--- src/rtl/dircc_types_pkg.sv ---
// Shared packet types for the DIRCC fabric.
//   address_t : hardware address word plus software address, port and flag
//               (the three low fields pack into 24 bits, MSB first).
//   packet_t  : destination, source, lamport clock and a 96-bit payload.
package dircc_types_pkg;

  typedef struct packed {
    logic [31:0] hw_addr;
    logic [15:0] sw_addr;
    logic [6:0]  port;
    logic        flag;
  } address_t;

  typedef struct packed {
    address_t    dest_addr;
    address_t    src_addr;
    logic [31:0] lamport;
    logic [95:0] data;
  } packet_t;

endpackage

--- src/rtl/dircc_avalon_st_packet_receiver.sv ---
// Avalon-ST sink that assembles fixed 8-beat packets into a packet_t.
//   clk, reset_n            : clock, asynchronous active-low reset
//   input_*                 : Avalon-ST sink (ready latency 0, ready registered)
//   packet_data/valid       : assembled packet, held until read_packet
//   read_packet             : consumer acknowledge (only meaningful while valid)
//   receiving               : a packet is partly received
//   packet_error            : one-cycle pulse when a malformed packet is dropped
module dircc_avalon_st_packet_receiver
  import dircc_types_pkg::*;
#(
  parameter int WORDS_PER_PACKET = 8,
  parameter int EMPTY_WIDTH      = 2
) (
  input  logic                   clk,
  input  logic                   reset_n,
  input  logic [31:0]            input_data,
  input  logic                   input_valid,
  output logic                   input_ready,
  input  logic                   input_startofpacket,
  input  logic                   input_endofpacket,
  input  logic [EMPTY_WIDTH-1:0] input_empty,
  output packet_t                packet_data,
  output logic                   packet_valid,
  input  logic                   read_packet,
  output logic                   receiving,
  output logic                   packet_error
);

  typedef enum logic [1:0] {IDLE, RECV, FULL, DISCARD} state_t;

  state_t     state, state_n;
  logic [2:0] cnt, cnt_n;       // beats already stored in the current packet
  logic [2:0] store_idx;        // field slot for the beat being accepted
  logic       store, err_n;
  logic       accept, last, bad_frame;

  assign accept    = input_valid && input_ready;
  assign last      = (cnt == 3'(WORDS_PER_PACKET - 1));
  // eop or nonzero empty anywhere before the final beat is malformed
  assign bad_frame = input_endofpacket || (input_empty != '0);

  always_comb begin
    state_n   = state;
    cnt_n     = cnt;
    err_n     = 1'b0;
    store     = 1'b0;
    store_idx = cnt;
    case (state)
      IDLE: if (accept) begin
        if (input_startofpacket && !bad_frame) begin
          store = 1'b1; store_idx = 3'd0; cnt_n = 3'd1; state_n = RECV;
        end else begin
          err_n = 1'b1;
          // a stray mid-packet beat means the rest of that packet follows
          if (!input_startofpacket && !input_endofpacket) state_n = DISCARD;
        end
      end
      RECV: if (accept) begin
        if (input_startofpacket) begin
          // abandon the partial packet; this beat may start a fresh one
          err_n = 1'b1;
          if (bad_frame) begin
            cnt_n = 3'd0; state_n = IDLE;
          end else begin
            store = 1'b1; store_idx = 3'd0; cnt_n = 3'd1;
          end
        end else if (!last) begin
          if (bad_frame) begin
            err_n = 1'b1; cnt_n = 3'd0; state_n = IDLE;
          end else begin
            store = 1'b1; cnt_n = cnt + 3'd1;
          end
        end else if (!input_endofpacket) begin
          err_n = 1'b1; cnt_n = 3'd0; state_n = DISCARD;
        end else if (input_empty != '0) begin
          err_n = 1'b1; cnt_n = 3'd0; state_n = IDLE;
        end else begin
          store = 1'b1; cnt_n = 3'd0; state_n = FULL;
        end
      end
      FULL:    if (read_packet) state_n = IDLE;
      DISCARD: if (accept && input_endofpacket) state_n = IDLE;
      default: state_n = IDLE;
    endcase
  end

  always_ff @(posedge clk or negedge reset_n) begin
    if (!reset_n) begin
      state        <= IDLE;
      cnt          <= 3'd0;
      input_ready  <= 1'b0;
      packet_valid <= 1'b0;
      receiving    <= 1'b0;
      packet_error <= 1'b0;
      packet_data  <= '0;
    end else begin
      state        <= state_n;
      cnt          <= cnt_n;
      input_ready  <= (state_n != FULL);
      packet_valid <= (state_n == FULL);
      // stays up through the cycle after the final beat is taken
      receiving    <= (state_n == RECV) || (state == RECV && state_n == FULL);
      packet_error <= err_n;
      if (store) begin
        case (store_idx)
          3'd0: packet_data.dest_addr.hw_addr <= input_data;
          3'd1: {packet_data.dest_addr.sw_addr, packet_data.dest_addr.port,
                 packet_data.dest_addr.flag} <= input_data[31:8];
          3'd2: packet_data.src_addr.hw_addr <= input_data;
          3'd3: {packet_data.src_addr.sw_addr, packet_data.src_addr.port,
                 packet_data.src_addr.flag} <= input_data[31:8];
          3'd4: packet_data.lamport <= input_data;
          3'd5: packet_data.data[31:0] <= input_data;
          3'd6: packet_data.data[63:32] <= input_data;
          3'd7: packet_data.data[95:64] <= input_data;
        endcase
      end
    end
  end

endmodule

--- config.mk ---
export PLATFORM = sky130hd
export DESIGN_NAME = dircc_avalon_st_packet_receiver
export DESIGN_NICKNAME = d
export VERILOG_FILES = /design/src/rtl/dircc_types_pkg.sv /design/src/rtl/dircc_avalon_st_packet_receiver.sv
export SDC_FILE = /design/constraint.sdc
export NUM_CORES = 1
export LEC_CHECK = 0
export CELL_PAD_IN_SITES_DETAIL_PLACEMENT = 1
export CELL_PAD_IN_SITES_GLOBAL_PLACEMENT = 1
export CORE_MARGIN = 1.5
export CORE_UTILIZATION = 39
export DETAILED_ROUTE_END_ITERATION = 6
export PLACE_DENSITY_LB_ADDON = 0.2
export SKIP_CTS_REPAIR_TIMING = 1
export SYNTH_ARGS = -nofsm -noshare
export SYNTH_HDL_FRONTEND = slang
export SYNTH_SLANG_ARGS = --single-unit
export TNS_END_PERCENT = 10
--- constraint.sdc ---
create_clock -name clk -period 3 [get_ports clk]
set_clock_uncertainty 0.1 [all_clocks]
set_input_delay 0.3 -clock clk [delete_from_list [all_inputs] [get_ports clk]]
set_output_delay 0.3 -clock clk [all_outputs]
set_load 0.05 [all_outputs]
==> impl_metrics.py <==
metrics = {
    "pwr": {
        "power.leakage_nw": 6.62,
        "vdd_drop_max_v": 0.000570,
        "power.density_nw_per_um2": 699,
    },
    "yosys": {
        "synth_edf_count": 0,
        "syn_inst": 572,
        "yosysWarnings": 0,
        "ys_ff_latch": 249,
        "synthesis.area_um2": 9630,
        "syn-num-nets": 614,
        "synth_ff_type": "dfrtp_1",
        "synth_cell_types": 37,
        "yosysSeqAreaShare_pct": 64.7,
        "synth_area_per_cell_um2": 16.8,
        "async_reset_ff_share_pct": 100,
    },
    "route": {
        "drt.antenna.violating_nets": 0,
        "viasPerCell": 4.96,
        "dr.pass1.iters": 4,
        "wl_per_cell_um": 22.0,
        "drt_iter0_markers": 191,
        "drc": 0,
        "routed_wl_um": 27000,
        "via_count": 6090,
    },
    "place": {
        "routabilityCongestion": 0.789,
        "io_buffers": 283,
        "dp.cells": 1175,
        "hpwl_um": 18800,
        "place_ws_ns": 0.187,
    },
    "worst_setup_path": {
        "crit_arrival_ns": 2.98,
        "path_class": "flip-flop to flip-flop",
        "cp-start-kind": "flip-flop",
        "path_max_fanout": 25,
        "required_ns": 3.31,
        "endpoint_kind": "flip-flop",
        "worstRegToRegCells": 8,
    },
    "layout": {
        "area_growth_pct": 45.7,
        "fillers": 2283,
        "antenna_cells": 0,
        "drive_gt1_share_pct": 35.0,
        "instances_no_fill": 1228,
        "final_core_util_pct": 57.9,
        "nets": 924,
    },
    "clock_network": {
        "cts_inserted_buffers": 28,
        "cts.sinks": 249,
        "cts.clk_slew.worst_paths_ns": 0.06,
        "htreeDepth": 1,
        "clock-root-buffer": "clkbuf_16",
        "clk_latency_ns": 0.53,
        "ctsLongestPathBuffers": 3,
        "cts_tree": "yes",
    },
    "die": {
        "core_area_um2": 24200,
        "start_util_pct": 39.7,
        "rows": 57,
        "die_h_um": 160,
        "num_io_pins": 284,
        "dieArea_um2": 25600,
        "die_x_um": 160,
    },
    "grt": {
        "antenna_found_initial": 0,
        "grt_pass1_wl_um": 42700,
        "grt_pass1_vias": 6965,
        "grt_usage_pct": 21.4,
        "grt_max_degree": 65,
        "grt_overflow": 0,
    },
    "status": {
        "status": "completed",
    },
    "timing": {
        "fin_ws_ns": 0.325,
        "final-hold-violation-count": 0,
        "relSlewSlack_pct": 51.4,
        "post-route-period-util_pct": 89.2,
        "worstMarginPinSlew_ns": 0.711,
        "rsz0062_at_grt": "false",
        "layout_min_cycle_time_ns": 2.67,
        "whs_ns": 0.146,
        "setup_viol_count_final": 0,
        "max_freq_mhz": 374,
        "tns_ns": 0,
        "final_max_slew_viol_count": 0,
    },
    "run": {
        "drv_cap": 0,
    },
    "worst_hold_path": {
        "hp-class": "primary input to async pin",
    },
}
==> final timing paths <==
path,from,to,slack [ns]
max in group asynchronous,reset_n,packet_data[229],1.79
setup / recovery,cnt[1],packet_data[174],0.33
hold / removal,reset_n,packet_data[228],0.15
hold reg to reg,packet_data[159],packet_data[159],0.40
setup reg to reg,cnt[1],packet_data[174],0.33
min in group clk,read_packet,state[1],0.38
==> final cells by class <==
type	instances	area [um2]	area share (%)
flip-flops and latches	249	6230	44.4
multi-input cells	294	3250	23.2
repair buffers	308	3130	22.3
clock buffers	41	821	5.85
well taps	324	405	2.89
clock inverters	11	189	1.35
inverters	1	3.75	0.0268
==> per-layer routing <==
metal,up-vias,global-route usage [%],routed length (um)
li1,2663,-,-
met1,3181,26.3,11000
met2,207,37.3,13600
met3,39,5.35,1800
met4,0,5.95,599
met5,-,0,0
==> stage by stage <==
step	cell area [um2]	power, mW
CTS	14000	9.92
finish	14000	9.80
global route	14000	10.2
detailed placement	13000	6.19
floorplan	9630	5.26
global placement	13000	6.11
==> flip-flops by register name, summed over array words and instances (netlist names) <==
signal and count:
packet_data 240, cnt 3, state 2, input_ready 1
packet_error 1, packet_valid 1, receiving 1
==> cell usage in the layout (no fill, tap or decap), drive strengths merged, types with 2 or more instances in the layout <==
cell           instances
nor2                   4
mux2                 240
clkbuf                41
or3b                   2
nand2                  5
nor4                   2
clkdlybuf4s50        282
clkinvlp               2
a22o                   2
buf                   25
inv                    2
nand2b                 3
clkinv                 3
or3                    4
ha                     2
nand3b                 3
nor3                   2
nand4b                 2
bufinv                 5
o211ai                 2
nand3                  2
nor2b                  5
dfrtp                249
o21ai                  4
==> report_power, final <==
part / switching, mW / total (mW) / internal [mW]
clock: 1.36 / 3.69 / 2.32
sequential: 0.209 / 3.87 / 3.66
combinational: 1.45 / 2.25 / 0.800
==> Yosys cell counts (2+ instances only) <==
| cell type | n | area, um2 |
|---|---|---|
| nand2_1 | 5 | 18.8 |
| o211ai_1 | 2 | 15.0 |
| nand3b_1 | 3 | 22.5 |
| nand2b_1 | 3 | 18.8 |
| mux2_1 | 5 | 56.3 |
| nor2_1 | 4 | 15.0 |
| buf_6 | 8 | 90.1 |
| mux2_2 | 205 | 2310 |
| a22o_1 | 2 | 17.5 |
| or3_1 | 4 | 25.0 |
| ha_1 | 2 | 25.0 |
| mux2_4 | 30 | 450 |
| nand3_1 | 2 | 10.0 |
| nor2b_1 | 5 | 31.3 |
| dfrtp_1 | 249 | 6230 |
| buf_2 | 19 | 95.1 |
| o21ai_0 | 4 | 20.0 |
==> cell families after synthesis <==
| group | synth area share, % |
|---|---|
| flip-flops | 64.7 |
| multiplexers | 29.3 |
| AND/OR/NAND/NOR | 2.61 |
| buffers and inverters | 2.00 |
| AO/OA/AOI/OAI | 1.01 |
| adder cells (fa/ha/maj) | 0.260 |
| XOR/XNOR | 0.0909 |
==> critical path, cell delays in order (launching register included) <==
cell	delay, ns
dfrtp_1	0.41
ha_1	0.20
ha_1	0.23
xnor2_1	0.29
nand4b_1	0.20
buf_4	0.20
nor4_4	0.29
buf_12	0.25
mux2_2	0.36
Power figures use the tool's default switching activity.
